[config.mk]
export PLATFORM = sky130hd
export DESIGN_NAME = imem_loader
export DESIGN_NICKNAME = d
export VERILOG_FILES = /design/src/rtl/imem_loader.sv
export SDC_FILE = /design/constraint.sdc
export NUM_CORES = 1
export LEC_CHECK = 0
export BUFFER_PORTS_ARGS = -buffer_cell sky130_fd_sc_hd__buf_2
export CAP_MARGIN = 20
export CELL_PAD_IN_SITES_DETAIL_PLACEMENT = 0
export CELL_PAD_IN_SITES_GLOBAL_PLACEMENT = 1
export CORE_ASPECT_RATIO = 0.9
export CORE_MARGIN = 4
export CORE_UTILIZATION = 50
export CTS_BUF_LIST = sky130_fd_sc_hd__clkbuf_4 sky130_fd_sc_hd__clkbuf_8
export CTS_CLUSTER_DIAMETER = 60
export DETAILED_ROUTE_END_ITERATION = 12
export PLACE_DENSITY = 0.87
export SYNTH_ARGS = -nofsm -noshare
export SYNTH_HDL_FRONTEND = slang
export SYNTH_SLANG_ARGS = --single-unit
[constraint.sdc]
create_clock -name clk -period 6.02 [get_ports clk]
set_input_delay 0.301 -clock clk [delete_from_list [all_inputs] [get_ports clk]]
set_output_delay 0.301 -clock clk [all_outputs]
set_load 0.02 [all_outputs]
[src/rtl/imem_loader.sv]
// rtl/imem_loader.sv - byte-stream loader for per-node instruction memories
//
// Purpose: decodes [node_id][cnt_lo][cnt_hi][4*cnt data bytes, LSB first]
//   (plus a trailing XOR checksum byte when IMEM_LOADER_CHECKSUM_EN is defined),
//   assembles little-endian 32-bit words and issues one-cycle writes into the
//   selected node's instruction memory while holding that node's core in reset.
//
// Ports:
//   clk, rst_n          clock, asynchronous active-low reset
//   s_data/s_valid      input byte stream
//   s_ready             byte accepted when s_valid && s_ready at a rising edge
//   wr_en/wr_node/      instruction-memory write strobe, node id,
//   wr_addr/wr_data     word index and assembled word
//   core_hold           per-node core reset request (active-high)
//   busy                frame in progress
//   done                one-cycle pulse on successful frame completion
//   err                 sticky frame error, cleared by reset or next node-id byte
//
// Optional feature macro: IMEM_LOADER_CHECKSUM_EN

module imem_loader #(
  parameter int SIZE     = 128,
  parameter int NODE_CNT = 9
) (
  input  logic                clk,
  input  logic                rst_n,
  input  logic [7:0]          s_data,
  input  logic                s_valid,
  output logic                s_ready,
  output logic                wr_en,
  output logic [3:0]          wr_node,
  output logic [31:0]         wr_addr,
  output logic [31:0]         wr_data,
  output logic [NODE_CNT-1:0] core_hold,
  output logic                busy,
  output logic                done,
  output logic                err
);

`ifdef IMEM_LOADER_CHECKSUM_EN
  typedef enum logic [2:0] {IDLE, CNT_LO, CNT_HI, DATA, CHK, FIN} state_t;
`else
  typedef enum logic [2:0] {IDLE, CNT_LO, CNT_HI, DATA, FIN} state_t;
`endif

  localparam logic [7:0]  NODE_LIM = 8'(NODE_CNT);
  localparam logic [15:0] SIZE_LIM = 16'(SIZE);

  state_t               state, state_n;
  logic [7:0]           node_id;
  logic [15:0]          cnt;
  logic [15:0]          idx;
  logic [1:0]           bcnt;
  logic [23:0]          word_buf;   // bytes 0..2 of the word being assembled
`ifdef IMEM_LOADER_CHECKSUM_EN
  logic [7:0]           chk;
`endif

  logic                 acc;
  logic [15:0]          cnt_full;
  logic                 hdr_bad;
  logic                 last_word;
  logic [NODE_CNT-1:0]  node_mask;

  assign acc       = s_valid && s_ready;
  assign cnt_full  = {s_data, cnt[7:0]};
  assign hdr_bad   = (node_id >= NODE_LIM) || (cnt_full == 16'd0) || (cnt_full > SIZE_LIM);
  assign last_word = (bcnt == 2'd3) && (idx == cnt - 16'd1);
  // Only dereferenced after a good header, so node_id is in range whenever it matters.
  assign node_mask = NODE_CNT'(1) << node_id;

  // s_ready is gated by rst_n so it reads 0 throughout reset, not just after it.
  assign s_ready = rst_n && (state != FIN);
  assign busy    = (state != IDLE);
  assign done    = (state == FIN);

  always_ff @(posedge clk or negedge rst_n) begin
    if (!rst_n) state <= IDLE;
    else        state <= state_n;
  end

  always_comb begin
    state_n = state;
    case (state)
      IDLE:   if (acc) state_n = CNT_LO;
      CNT_LO: if (acc) state_n = CNT_HI;
      CNT_HI: if (acc) state_n = hdr_bad ? IDLE : DATA;
`ifdef IMEM_LOADER_CHECKSUM_EN
      DATA:   if (acc && last_word) state_n = CHK;
      CHK:    if (acc) state_n = (s_data == chk) ? FIN : IDLE;
`else
      DATA:   if (acc && last_word) state_n = FIN;
`endif
      FIN:    state_n = IDLE;
      default: state_n = IDLE;
    endcase
  end

  always_ff @(posedge clk or negedge rst_n) begin
    if (!rst_n) begin
      node_id   <= '0;
      cnt       <= '0;
      idx       <= '0;
      bcnt      <= '0;
      word_buf  <= '0;
      wr_en     <= 1'b0;
      wr_node   <= '0;
      wr_addr   <= '0;
      wr_data   <= '0;
      core_hold <= '0;
      err       <= 1'b0;
`ifdef IMEM_LOADER_CHECKSUM_EN
      chk       <= '0;
`endif
    end else begin
      wr_en <= 1'b0;
      case (state)
        IDLE: if (acc) begin
          node_id <= s_data;
          err     <= 1'b0;
        end
        CNT_LO: if (acc) cnt[7:0] <= s_data;
        CNT_HI: if (acc) begin
          cnt[15:8] <= s_data;
          if (hdr_bad) begin
            err <= 1'b1;
          end else begin
            core_hold <= core_hold | node_mask;
            idx       <= '0;
            bcnt      <= '0;
`ifdef IMEM_LOADER_CHECKSUM_EN
            chk       <= '0;
`endif
          end
        end
        DATA: if (acc) begin
          bcnt <= bcnt + 2'd1;
`ifdef IMEM_LOADER_CHECKSUM_EN
          chk  <= chk ^ s_data;
`endif
          case (bcnt)
            2'd0: word_buf[7:0]   <= s_data;
            2'd1: word_buf[15:8]  <= s_data;
            2'd2: word_buf[23:16] <= s_data;
            default: begin
              wr_en   <= 1'b1;
              wr_node <= node_id[3:0];
              wr_addr <= {16'd0, idx};
              wr_data <= {s_data, word_buf};
              idx     <= idx + 16'd1;
            end
          endcase
        end
`ifdef IMEM_LOADER_CHECKSUM_EN
        // On mismatch the node stays held; only a later good frame releases it.
        CHK: if (acc && (s_data != chk)) err <= 1'b1;
`endif
        FIN: core_hold <= core_hold & ~node_mask;
        default: ;
      endcase
    end
  end

endmodule

# Word-level counts from Yosys, hierarchy flattened
# Cells that the tools add are included.
[word_totals]
inputBits = 11
word_cells = 93
register_bits = 132
[op_classes]
n_eq_ne = 17
shift = 1
n_addsub = 3
n_mux = 25
reduce_logical = 26
order_cmp = 2
bitwise = 4
[ops]
columns = ["op", "count"]
rows = [
  ["16-bit 2-to-1 mux", 4],
  ["16-bit case mux with 2 select lines", 1],
  ["9-bit 2-to-1 mux", 2],
  ["9-bit case mux with 2 select lines", 1],
  ["16-bit by 1-bit adder with 16-bit output, second input constant", 1],
  ["16-bit == test", 1],
  ["16-bit by 8-bit greater-than comparator with 1-bit output, second input constant", 1],
  ["16-bit logical NOT", 1],
  ["2-bit inequality test, second input constant", 8],
  ["16-bit by 1-bit subtractor with 16-bit output, second input constant", 1],
  ["3-bit AND reduction", 5],
  ["3-bit 2-to-1 mux", 4],
  ["3-bit case mux with 4 select lines", 1],
  ["4-bit AND reduction", 3],
  ["9-bit bitwise AND", 1],
  ["9-bit NOT", 1],
  ["9-bit OR", 1],
  ["1-bit by 8-bit left shift with 9-bit output, first input constant", 1],
  ["8-bit by 4-bit >= comparator with 1-bit output, second input constant", 1],
  ["2-bit 2-to-1 mux", 4],
  ["3-bit by 2-bit == test with 1-bit output, second input constant", 2],
  ["1-bit 2-to-1 mux", 6],
  ["2-bit AND reduction", 3],
  ["2-bit nonzero test", 3],
  ["16 further kinds", 21],
]

# Logic depth before layout (Yosys ltp)
[logic_depth]
depth_word = 6
ltp_mapped = 9

# Worst setup path after synthesis
# OpenSTA, ideal clock, no wires.
[synth_path]
path_type = "reg-to-reg"
from = "register cnt[0]"
to = "register state[1]"
stages_incl_launch_ff = 9
required_time_ns = 5.894
arrival_time_ns = 2.565
path_buffers = 0
setup_time_ns = 0.126
slack_ns = 3.329
path_cell_list = "dfrtp_1 > inv_1 > ha_1 > or3b_2 > or4_4 > nor4_2 > nor4_1 > a2111o_1 > a221o_1"
[synth_between]
elab_chain_len = 6
[synth_lines]
columns = ["element", "line_no", "rtl"]
rows = [
  ["start, declared", "51", "logic [15:0] cnt;"],
  ["start signal, assigned", "122", "CNT_LO: if (acc) cnt[7:0] <= s_data;"],
  ["16-bit by 1-bit subtractor with 16-bit output or 16-bit logical NOT (tied branches)", "68, 67", ""],
  ["16-bit == test or 1-bit logical OR (tied branches)", "68, 67", ""],
  ["1-bit logical AND or 1-bit logical OR (tied branches)", "68, 67", ""],
  ["1-bit logical AND or 2-bit 2-to-1 mux (tied branches)", "92, 87", ""],
  ["2-bit inequality test (no line) or 3-bit 2-to-1 mux (tied branches)", "--", ""],
  ["4-bit AND reduction (no line) or 3-bit case mux with 4 select lines (tied branches)", "--", ""],
  ["end signal, assigned", "79", "else state <= state_n;"],
  ["end, declared", "49", "state_t state, state_n;"],
]
# Several ways; a longest one is shown, not always the timed one. The select of a mux whose other input is x is not followed.
# A chain may end at the register's enable or synchronous reset.

# Worst setup path after layout
# Ends and elaborated chain as after synthesis.

==> impl_metrics.yaml <==
logic_synthesis:
  yosysWarnings: 0
  ys.flop_type: "dfrtp_1"
  netlist_area_um2: 6160
  ys_seq_elements: 132
  synthCells: 515
  synth_edf_count: 0
  async_flop_share_pct: 100
  ys_types: 56
  yosysSeqAreaShare_pct: 53.6
  postSynthAreaPerCell_um2: 12.0
critical_path:
  worstPathRequired_ns: 6.33
  worst-path-max-fanout: 11
  worstReg2RegEnd: "state[1]$_DFFE_PN0P_"
  path_class: "reg2reg"
  arrival_ns: 3.46
  cp-start-kind: "register"
  end_kind: "register"
  rrSetupSlack_ns: 2.88
  reg2reg_from: "cnt[0]$_DFFE_PN0P_"
  r2r_cells: 8
sta:
  maxSlewViolCount: 0
  finalSetupTns_ns: 0
  max_slew_margin_pct: 42.7
  worst_pin_slew_ns: 0.857
  max_freq_ghz: 0.318
  fin_crit_sh_pct: 52.2
  fin_crit_ns: 3.14
  clock_skew_ns: 0.0165
  setup_viol: 0
  final_hold_viol_count: 0
  rsz0062_at_grt: "false"
routing:
  via_per_inst: 5.58
  drtIter0Drc: 366
  vias: 4269
  drc: 0
  final_antenna_net_count: 0
  dr.pass1.iters: 4
  drt_wl_total_um: 13700
  wl_per_cell_um: 17.9
power:
  ir_drop_uv: 304
  power_mw: 2.70
  leakagePower_nw: 3.50
  p_per_area_nw_per_um2: 384
layout:
  fin_util_pct: 58.3
  stdcell_area_um2: 7040
  nNetsFinal: 614
  diodes: 0
  drive_gt1_share_pct: 35.5
  fin_cells: 765
  syn_to_final_growth_pct: 14.1
global_routing:
  overflow: 0
  antenna_found_initial: 0
  grt_pass1_wl_um: 23100
  grt_start_max_net_pins: 72
  grt_usage_pct: 20.5
  first_global_vias: 4327
min_path:
  whs_endpoint: "cnt[7]$_DFFE_PN0P_"
  worstHoldPathCells: 3
  hp-start: "s_data[7]"
  hold_path.class: "in2reg"
job:
  maxCapViolations: 0
die:
  core_area_um2: 12100
  initial_core_util_pct: 51.0
  fp.dieH_um: 113
  dieArea_um2: 14200
  pin_count: 93
  chipWidth_um: 125
  fp-row-count: 38
place:
  dpl-instance-area_um2: 6660
  dp.cells: 735
  portBuffers: 76
  hpwl_um: 9580
  place_congestion: 0.805
clock_tree:
  post_cts_buffers: 0
  clock_sinks: 132
  clockBufferDepth: 2
  clk_latency_ns: 0.44
  cts_root_buffer: "clkbuf_8"
  h-tree-depth: 4
  clkTransAtPathRegs_ns: 0.07
  tritoncts: "built"
  cts_made_buffers: 17
run_status:
  status: "finished clean"
## sequential cells by signal, summed over array words and instances, names as in the netlist, named ones only
name	cells
wr_data	32
state	3
idx	16
wr_node	4
word_buf	24
wr_en	1
wr_addr	16
cnt	16
err	1
bcnt	2
node_id	8
## per-stage QoR
step,worst slack (ns),hold WS (ns)
after floorplan,3.33,0.00541
after global placement,3.00,0.327
after detailed placement,2.90,0.337
after CTS,2.88,0.212
after global routing,2.74,0.222
final,2.88,0.235
## worst max-delay path by stage
stage	startpoint	slack (ns)	to
floorplan	cnt[0]$_DFFE_PN0P_	3.33	state[1]$_DFFE_PN0P_
global placement	cnt[0]$_DFFE_PN0P_	3.00	state[1]$_DFFE_PN0P_
detailed placement	cnt[0]$_DFFE_PN0P_	2.90	state[1]$_DFFE_PN0P_
CTS	cnt[0]$_DFFE_PN0P_	2.88	state[1]$_DFFE_PN0P_
global route	cnt[0]$_DFFE_PN0P_	2.74	state[1]$_DFFE_PN0P_
finish	cnt[0]$_DFFE_PN0P_	2.88	state[1]$_DFFE_PN0P_
## critical path: stages (launching register included)
cell and delay [ns]:
dfrtp_1 0.44, inv_1 0.13, ha_1 0.37, or3b_2 0.55, or4_4 0.45, nor4_2 0.22, nor4_1 0.08, a2111o_1 0.44
a221o_1 0.33
## synthesized netlist by cell type, drive strengths merged (2+ instances only)
cell,number,share of area (%)
nor3b,2,0.24
a2111oi,2,0.28
nor2b,8,0.81
a41oi,6,0.85
nor3,14,1.1
and3,8,0.81
clkbuf,19,1.2
or3,8,0.81
nand2,16,0.97
dfrtp,132,54
o21ai,11,0.89
a31oi,10,1.0
buf,18,2.1
or4,3,0.49
nand3,16,1.3
nor4,11,1.2
inv,8,0.49
and2,3,0.30
a21oi,11,0.89
nand4b,4,0.57
mux2,96,18
nand2b,2,0.20
xor2,21,3.0
ha,8,1.6
nor2,35,2.1
xnor2,8,1.1
nand4,9,0.91
o21a,2,0.24
## power by group
group / switching (mW) / internal, mW / total, mW
clock network: 0.327 / 0.357 / 0.684
registers: 0.218 / 1.08 / 1.30
logic: 0.391 / 0.324 / 0.715
## final cells by class
type / count / area, um^2
clock inverters: 8 / 78.8
repair buffers: 83 / 442
fillers: 1030 / 5040
inverters: 8 / 30.0
well taps: 160 / 200
multi-input cells: 353 / 2700
flip-flops and latches: 132 / 3300
clock buffers: 21 / 283
## placed cells by master (no fill, tap or decap), types with 13 or more instances in the layout
| master | instances |
|---|---|
| buf_2 | 75 |
| nor3_1 | 13 |
| nand2_1 | 16 |
| xor2_1 | 21 |
| clkbuf_8 | 20 |
| conb_1 | 16 |
| nand3_1 | 16 |
| dfrtp_1 | 132 |
| nor2_1 | 34 |
| mux2_2 | 96 |
## cell families (layout without fill, tap and decap cells)
family | after synthesis | after routing | share of synthesized area [%]
simple gates | 146 | 146 | 12.9
flops | 132 | 132 | 53.6
mux | 97 | 97 | 17.7
compound gates | 57 | 57 | 6.27
buf+inv | 45 | 120 | 3.74
xor+xnor | 29 | 29 | 4.12
fa+ha+maj | 8 | 8 | 1.62
other cells | 1 | 16 | 0.0608
## repair_timing
item / in CTS / in global routing
gates resized for setup: 0 / 0
hold buffers: 1 / 0
endpoints found under the setup margin: 0 / 0
hold endpoints to repair: 65 / 0
## layer usage
layer  vias to the layer above  share of wire (%)  track usage, %
met4                         0                1.5            6.07
met5                         -                  0               0
li1                       1999                  -               -
met3                        23                6.7            6.37
met1                      2126                 46            28.9
met2                       121                 46            30.8
(Power assumes the default switching activity.)
